<file path="config.mk">
export PLATFORM = sky130hd
export DESIGN_NAME = plugboard_prog
export DESIGN_NICKNAME = d
export VERILOG_FILES = /design/src/rtl/plug_pkg.sv /design/src/rtl/plugboard_prog.sv
export SDC_FILE = /design/constraint.sdc
export NUM_CORES = 1
export LEC_CHECK = 0
export BUFFER_PORTS_ARGS = -buffer_cell sky130_fd_sc_hd__buf_2
export CAP_MARGIN = 20
export CORE_MARGIN = 2
export CORE_UTILIZATION = 35
export CTS_BUF_LIST = sky130_fd_sc_hd__clkbuf_8
export CTS_CLUSTER_DIAMETER = 50
export DETAILED_ROUTE_END_ITERATION = 7
export GPL_ROUTABILITY_DRIVEN = 1
export PLACE_DENSITY = 0.56
export SLEW_MARGIN = 20
export SYNTH_ARGS = -nofsm -noshare
export SYNTH_HDL_FRONTEND = slang
export SYNTH_SLANG_ARGS = --single-unit
export TNS_END_PERCENT = 5
</file>
<file path="constraint.sdc">
create_clock -name clk -period 6.7 [get_ports clk]
set_input_delay 0 -clock clk [delete_from_list [all_inputs] [get_ports clk]]
set_output_delay 0 -clock clk [all_outputs]
set_load 0.1 [all_outputs]
</file>
<file path="src/rtl/plug_pkg.sv">
// Shared types and constants for the programmable plugboard.
// Holds the default pair table used when PLUG_DEFAULT_EN is defined.
package plug_pkg;

  localparam int unsigned LETTER_W    = 5;
  localparam int unsigned CNT_W       = 4;
  localparam int unsigned NUM_LETTERS = 26;

  typedef logic [LETTER_W-1:0] letter_t;

  localparam letter_t LETTER_MIN = 5'd1;
  localparam letter_t LETTER_MAX = 5'd26;

  typedef enum logic [1:0] {
    IDLE  = 2'd0,
    CHECK = 2'd1,
    WRITE = 2'd2,
    CLEAR = 2'd3
  } state_t;

  typedef struct packed {
    letter_t a;
    letter_t b;
  } pair_t;

  localparam int unsigned DEF_PAIR_NUM = 6;

  // a-b, k-m, l-y, e-u, o-p, r-s
  localparam pair_t DEF_PAIRS [DEF_PAIR_NUM] = '{
    '{5'd1,  5'd2},
    '{5'd11, 5'd13},
    '{5'd12, 5'd25},
    '{5'd5,  5'd21},
    '{5'd15, 5'd16},
    '{5'd18, 5'd19}
  };

  function automatic letter_t default_partner(letter_t x);
    letter_t p;
    p = x;
    for (int unsigned i = 0; i < DEF_PAIR_NUM; i++) begin
      if (DEF_PAIRS[i].a == x) p = DEF_PAIRS[i].b;
      else if (DEF_PAIRS[i].b == x) p = DEF_PAIRS[i].a;
    end
    return p;
  endfunction

endpackage

</file>
<file path="src/rtl/plugboard_prog.sv">
// Programmable plugboard: letter substitution through a run-time configurable involution map.
// Define PLUG_DEFAULT_EN to come out of reset with the default six-pair wiring.
module plugboard_prog
  import plug_pkg::*;
#(
  parameter int unsigned MAX_PAIRS = 10
) (
  input  logic                clk,
  input  logic                rst_n,
  input  logic                cfg_valid,
  input  logic [LETTER_W-1:0] cfg_a,
  input  logic [LETTER_W-1:0] cfg_b,
  input  logic                cfg_clear,
  output logic                cfg_ready,
  output logic                cfg_err,
  output logic [CNT_W-1:0]    pair_cnt,
  input  logic                in_valid,
  input  logic [LETTER_W-1:0] in_letter,
  output logic                in_ready,
  output logic                out_valid,
  output logic [LETTER_W-1:0] out_letter,
  input  logic                out_ready
);

  localparam logic [CNT_W-1:0] MAX_CNT = CNT_W'(MAX_PAIRS);

`ifdef PLUG_DEFAULT_EN
  localparam logic [CNT_W-1:0] RESET_CNT = CNT_W'(DEF_PAIR_NUM);
`else
  localparam logic [CNT_W-1:0] RESET_CNT = '0;
`endif

  function automatic letter_t reset_entry(letter_t x);
`ifdef PLUG_DEFAULT_EN
    return default_partner(x);
`else
    return x;
`endif
  endfunction

  state_t  state;
  state_t  state_n;
  letter_t map_q [1:NUM_LETTERS];
  letter_t cfg_a_q;
  letter_t cfg_b_q;
  letter_t clr_idx;
  letter_t sub_c;
  logic    reject_c;
  logic    accept_c;

  // Pair legality for the latched request.
  always_comb begin
    reject_c = (cfg_a_q == cfg_b_q) || (pair_cnt == MAX_CNT);
    if (cfg_a_q < LETTER_MIN || cfg_a_q > LETTER_MAX) reject_c = 1'b1;
    else if (map_q[cfg_a_q] != cfg_a_q) reject_c = 1'b1;
    if (cfg_b_q < LETTER_MIN || cfg_b_q > LETTER_MAX) reject_c = 1'b1;
    else if (map_q[cfg_b_q] != cfg_b_q) reject_c = 1'b1;
  end

  // Substitution lookup; out-of-range codes pass straight through.
  always_comb begin
    sub_c = in_letter;
    if (in_letter >= LETTER_MIN && in_letter <= LETTER_MAX) sub_c = map_q[in_letter];
  end

  assign in_ready = ((state == IDLE) || (state == CHECK)) && (!out_valid || out_ready);
  assign accept_c = in_valid && in_ready;

  always_ff @(posedge clk) begin
    if (!rst_n) state <= IDLE;
    else        state <= state_n;
  end

  always_comb begin
    state_n = state;
    unique case (state)
      IDLE: begin
        if (cfg_clear)      state_n = CLEAR;
        else if (cfg_valid) state_n = CHECK;
      end
      CHECK:   state_n = reject_c ? IDLE : WRITE;
      WRITE:   state_n = IDLE;
      CLEAR:   if (clr_idx == LETTER_MAX) state_n = IDLE;
      default: state_n = IDLE;
    endcase
  end

  // Map, counters and config-side outputs; a reset simply reloads everything.
  always_ff @(posedge clk) begin
    if (!rst_n) begin
      for (int unsigned i = 1; i <= NUM_LETTERS; i++) begin
        map_q[LETTER_W'(i)] <= reset_entry(LETTER_W'(i));
      end
      pair_cnt  <= RESET_CNT;
      cfg_a_q   <= '0;
      cfg_b_q   <= '0;
      clr_idx   <= LETTER_MIN;
      cfg_err   <= 1'b0;
      cfg_ready <= 1'b1;
    end else begin
      cfg_err   <= (state == CHECK) && reject_c;
      cfg_ready <= (state_n == IDLE);
      unique case (state)
        IDLE: begin
          clr_idx <= LETTER_MIN;
          if (!cfg_clear && cfg_valid) begin
            cfg_a_q <= cfg_a;
            cfg_b_q <= cfg_b;
          end
        end
        WRITE: begin
          map_q[cfg_a_q] <= cfg_b_q;
          map_q[cfg_b_q] <= cfg_a_q;
          pair_cnt       <= pair_cnt + CNT_W'(1);
        end
        CLEAR: begin
          map_q[clr_idx] <= clr_idx;
          clr_idx        <= clr_idx + LETTER_W'(1);
          if (clr_idx == LETTER_MAX) pair_cnt <= '0;
        end
        default: ;
      endcase
    end
  end

  // One-entry output register with hold under backpressure.
  always_ff @(posedge clk) begin
    if (!rst_n) begin
      out_valid  <= 1'b0;
      out_letter <= '0;
    end else if (accept_c) begin
      out_valid  <= 1'b1;
      out_letter <= sub_c;
    end else if (out_ready) begin
      out_valid  <= 1'b0;
    end
  end

endmodule
</file>
Yosys cells after proc, flatten, opt, wreduce, memory -nomap -nowiden:

Memory sizes are Yosys's and may differ from the RTL's. A register that Yosys moved wholly into a read port is not among the register bits.
Index checks and enable logic that the tools add are counted.
Widths: inputs -> output; s select.

* register bits after elaboration: 29
* RAM bits: 130
* memories: 1

Memory list
* map_q: words 26, width 5, read ports 3, clocked after Yosys merged registers in 2, write ports 26, line plugboard_prog.sv:43 `letter_t map_q [1:NUM_LETTERS];`

* add/sub/neg operators: 2
* $lt $le $gt $ge: 6
* eq/ne operators: 9
* multiplexer cells: 35
* reductions and logical operators: 22

Operators by type and width (number)
* $mux 5: 11
* $mux 1: 16
* $reduce_or 5->1: 3
* $gt 5x5->1 const B: 2
* $lt 5x1->1 const B: 2
* $ne 5x5->1: 2
* $pmux 5 s2: 1
* $mux 2: 4
* $pmux 2 s4: 1
* $pmux 4 s2: 1
* $reduce_bool 2->1: 3
* $add 5x1->5 const B: 1
* $eq 5x5->1: 1
* $eq 5x5->1 const B: 1
* $ge 5x1->1 const B: 1
* $le 5x5->1 const B: 1
* $logic_and 1x1->1: 5
* $logic_or 1x1->1: 5
* $add 4x1->4 const B: 1
* $eq 2x2->1 const B: 2
* $eq 4x4->1 const B: 1
* $logic_not 2->1: 2
* $mux 4: 1
* $reduce_and 2->1: 2
* other kinds (3): 4

Longest topological paths before layout:

* depth in word-level cells: 9
* depth in mapped cells: 12
* depth with buffers taken out: 10

Worst setup path after synthesis:

OpenSTA, ideal clock, no wires.

* kind: flip-flop to flip-flop
* from: reg out_valid
* to: reg out_letter[0]
* setup time: 0.076 ns
* arrival time: 2.292 ns
* data required time: 6.624 ns
* path slack: 4.333 ns
* cell stages (with the launch flop): 7
* buffers on the path: 1
* cell sequence: dfxtp_1 nand2b_1 o21a_1 nand2_1 buf_4 a211o_1 a21boi_0

* longest elaborated chain between the ends: 4

RTL lines
* start, declared: line plugboard_prog.sv:20 `output logic out_valid,`
* start signal, assigned: line plugboard_prog.sv:129 `out_valid <= 1'b0;`
* start signal, assigned: line plugboard_prog.sv:132 `out_valid <= 1'b1;`
* start signal, assigned: line plugboard_prog.sv:135 `out_valid <= 1'b0;`
* $logic_not 1->1: line plugboard_prog.sv:66 `assign in_ready = ((state == IDLE) || (state == CHECK)) && (!out_valid || out_ready);`
* $logic_or 1x1->1: line plugboard_prog.sv:66
* $logic_and 1x1->1: line plugboard_prog.sv:66
* named net in_ready: line plugboard_prog.sv:19 `output logic in_ready,`
* $logic_and 1x1->1: line plugboard_prog.sv:67 `assign accept_c = in_valid && in_ready;`
* end signal, assigned: line plugboard_prog.sv:133 `out_letter <= sub_c;`
* end, declared: line plugboard_prog.sv:21 `output logic [LETTER_W-1:0] out_letter,`

The timed path passes the listed nets, and every way through them passes these cells.
A chain may end at the register's enable or synchronous reset.

==> flow_metrics.env <==
export IMPL_yosysUniqueCellTypes=70
export IMPL_finalNonFillerCells=1739
export IMPL_rsz0062_at_grt="no"
export IMPL_cts_root_buf="clkbuf_8"
export IMPL_grt_max_degree=63
export IMPL_path_clk_slew_ps=120
export IMPL_critPathSlowestCell="nor2_1"
export IMPL_ys_flop_type="edfxtp_1"
export IMPL_dp_cells=1686
export IMPL_async_flop_share=0
export IMPL_yosys_top_cells_count="160 x edfxtp_1, 129 x nand2_1, 95 x mux2i_1"
export IMPL_pre_cts_slack_ps=3230
export IMPL_drive_above_1_share=0.148
export IMPL_clk_path_buf_depth=2
export IMPL_cp_end_kind="flip-flop"
export IMPL_grt_remaining_overflow=0
export IMPL_fin_ws_ps=3110
export IMPL_cp_slowest_stage_delay_ps=780
export IMPL_syn_inst=1222
export IMPL_viasPerCell=6.46
export IMPL_dieWidth_microns=199
export IMPL_post_route_drc_count=0
export IMPL_rows=71
export IMPL_io_buffers=33
export IMPL_worstSetupPathType="reg2reg"
export IMPL_synth_top_area_cell="edfxtp_1"
export IMPL_hold_path_end="state[0]"
export IMPL_p_leak_nw=4.42
export IMPL_num_io_pins=34
export IMPL_startpoint_type="flip-flop"
export IMPL_avgRoutedWirePerCell_microns=29.0
export IMPL_cellPowerDensity_nw_per_um2=198
export IMPL_dp_hpwl_microns=35900
export IMPL_drv_cap=0
export IMPL_hp_class="in2reg"
export IMPL_slew_violations=0
export IMPL_cts_tree="built"
export IMPL_cp_common_cell="nor2_1"
export IMPL_design_core_area_sq_um=37600
export IMPL_die_y_microns=199
export IMPL_dr_total_vias=11200
export IMPL_start_util=0.355
export IMPL_cts_resized=0
export IMPL_cts_hold_fix_buffers=20
export IMPL_synth_avg_cell_area_sq_um=10.9
export IMPL_clkLatencyLatePin_ps=530
export IMPL_path_max_fanout=22
export IMPL_layout_min_cycle_time_ps=3590
export IMPL_synth_top_area_frac=0.360
export IMPL_num_fill_cells=3618
export IMPL_worstMarginPinSlew_ps=1050
export IMPL_synth_warnings=0
export IMPL_synth_edf_count=160
export IMPL_yosysMostFrequentCell="edfxtp_1"
export IMPL_ys_seq_area_frac=0.419
export IMPL_nets=1243
export IMPL_reg2reg_depth=8
export IMPL_synth_nets=1251
export IMPL_cp_required_ps=6940
export IMPL_finalSetupTns_ps=0
export IMPL_path_cells="ha_1 -> nand2_1 -> nor2_1 -> a21o_1 -> nor2_1 -> nand2_1 -> nor2_1 -> a22oi_1"
export IMPL_worstReg2RegStart="state[0]"
export IMPL_fin_skew_ps=22.7
export IMPL_worst_r2r_setup_slack_ps=3110
export IMPL_cts_sinks=199
export IMPL_syn2layout_area_growth_pct=8.22
export IMPL_finalHoldViolCount=0
export IMPL_grt_usage=0.259
export IMPL_routed_wl_microns=50400
export IMPL_post_cts_buffers=0
export IMPL_grt_antenna_before_repair=2
export IMPL_min_path_cells=3
export IMPL_setup_violations=0
export IMPL_slew_headroom=0.283
export IMPL_cp_arrival_ps=3830
export IMPL_synth_seq_cells=199
export IMPL_hold_start="cfg_valid"
export IMPL_grt_pass1_wl_microns=72900
export IMPL_dr_pass1_iters=7
export IMPL_antenna_left=0
export IMPL_cts_buffers=17
export IMPL_crit_start="state[0]"
export IMPL_timing_rr_end="map_q[18][4]"
export IMPL_ir_worst_vdd_uv=139
export IMPL_fin_crit_sh=0.536
export IMPL_drtIter0Drc=1535
export IMPL_ys_top_cells_by_area="edfxtp_1 36%, mux4_2 10%, mux2i_1 7.1%"
export IMPL_grt_pass1_vias=10400
export IMPL_dieArea_sq_um=39700
export IMPL_netlist_area_sq_um=13300
export IMPL_clock_fmax_mhz=279
export IMPL_outcome="complete, no violations"
export IMPL_htree_levels=4
export IMPL_gp_congestion=0.998
cells in the final DEF (no fill, tap or decap), drive strengths merged, types with 6 or more instances in the layout:
master       synthesis  layout
edfxtp             160     160
nand2              129     129
mux2i               95      95
nor2                92      92
mux4                81      81
nand3               62      62
buf                 43      60
a21oi               58      58
a22oi               54      54
o22ai               43      43
dfxtp               39      39
o21ai               30      30
a22o                22      22
nor2b               22      22
o22a                21      21
inv                 13      21
dlygate4sd3          0      20
nor3                19      19
clkbuf              64      18
mux2                18      18
a21boi              14      14
nand4               12      12
xnor2               11      11
o211ai              11      11
nand2b              10      10
and2                10      10
ha                   8       8
a31oi                7       7
nand3b               7       7
and3                 6       6
clkinv               3       6
critical path: cells and delay by family, from the launching register on:
family	cells	cell delay, ps
adder cells (fa/ha/maj)	1	360
flip-flops	1	370
AND/OR/NAND/NOR	5	2180
AO/OA/AOI/OAI	2	380
power breakdown:
part / internal (W) / switching, W / total [W]
combinational: 0.000198 / 0.000390 / 0.000588
clock: 0.000354 / 0.000491 / 0.000845
sequential: 0.00137 / 0.0000565 / 0.00143
area by class of cell:
cell class,instances,area (sq um),area share
timing repair buffer,80,568,0.0393
inverter,16,60.1,0.00416
clock buffer,18,248,0.0172
antenna,1,2.50,0.000173
multi-input combinational,900,7170,0.496
tap,511,639,0.0443
clock inverter,14,165,0.0114
sequential,199,5590,0.387
worst max path at each step:
stage                         end  slack [ps]  cells after the start
detailed placement   map_q[17][4]        3230                      8
global route          map_q[7][0]        2850                      8
global placement     map_q[13][2]        3310                      7
floorplan           out_letter[0]        4330                      6
finish               map_q[18][4]        3110                      8
CTS                  map_q[17][4]        3180                      8
sequential cells by signal (all words and copies together) (netlist names), named ones only:
name,count
pair_cnt,4
out_letter,5
state,2
cfg_b_q,5
map_q,160
clr_idx,5
cfg_a_q,5
out_valid,1
cfg_err,1
cfg_ready,1
metal layers:
| metal | share of wire | vias to the layer above | global-route usage |
|---|---|---|---|
| met5 | 0 | - | 0 |
| met4 | 0.032 | 0 | 0.0901 |
| met3 | 0.13 | 118 | 0.0781 |
| met2 | 0.44 | 798 | 0.392 |
| met1 | 0.40 | 5559 | 0.350 |
| li1 | - | 4753 | - |
cells by family (layout without fill, tap and decap cells):
group / after synthesis / count (layout) / synth area share
compound gates: 296 / 296 / 0.153
xor+xnor: 15 / 15 / 0.00985
fa+ha+maj: 8 / 8 / 0.00750
buf+inv: 123 / 128 / 0.0464
flops: 199 / 199 / 0.419
mux: 194 / 194 / 0.229
other cells: 0 / 1 / 0
simple gates: 387 / 387 / 0.135
through the flow:
step	utilization	instance area [sq um]	power, W	hold slack [ps]
finish	0.384	14400	0.00286	27.7
global route	0.384	14400	0.00294	58.3
CTS	0.384	14400	0.00285	26.3
detailed placement	0.368	13800	0.00202	310
global placement	0.368	13800	0.00201	299
floorplan	-	13300	0.00184	176
No activity file was read; power rests on OpenSTA's default activity.
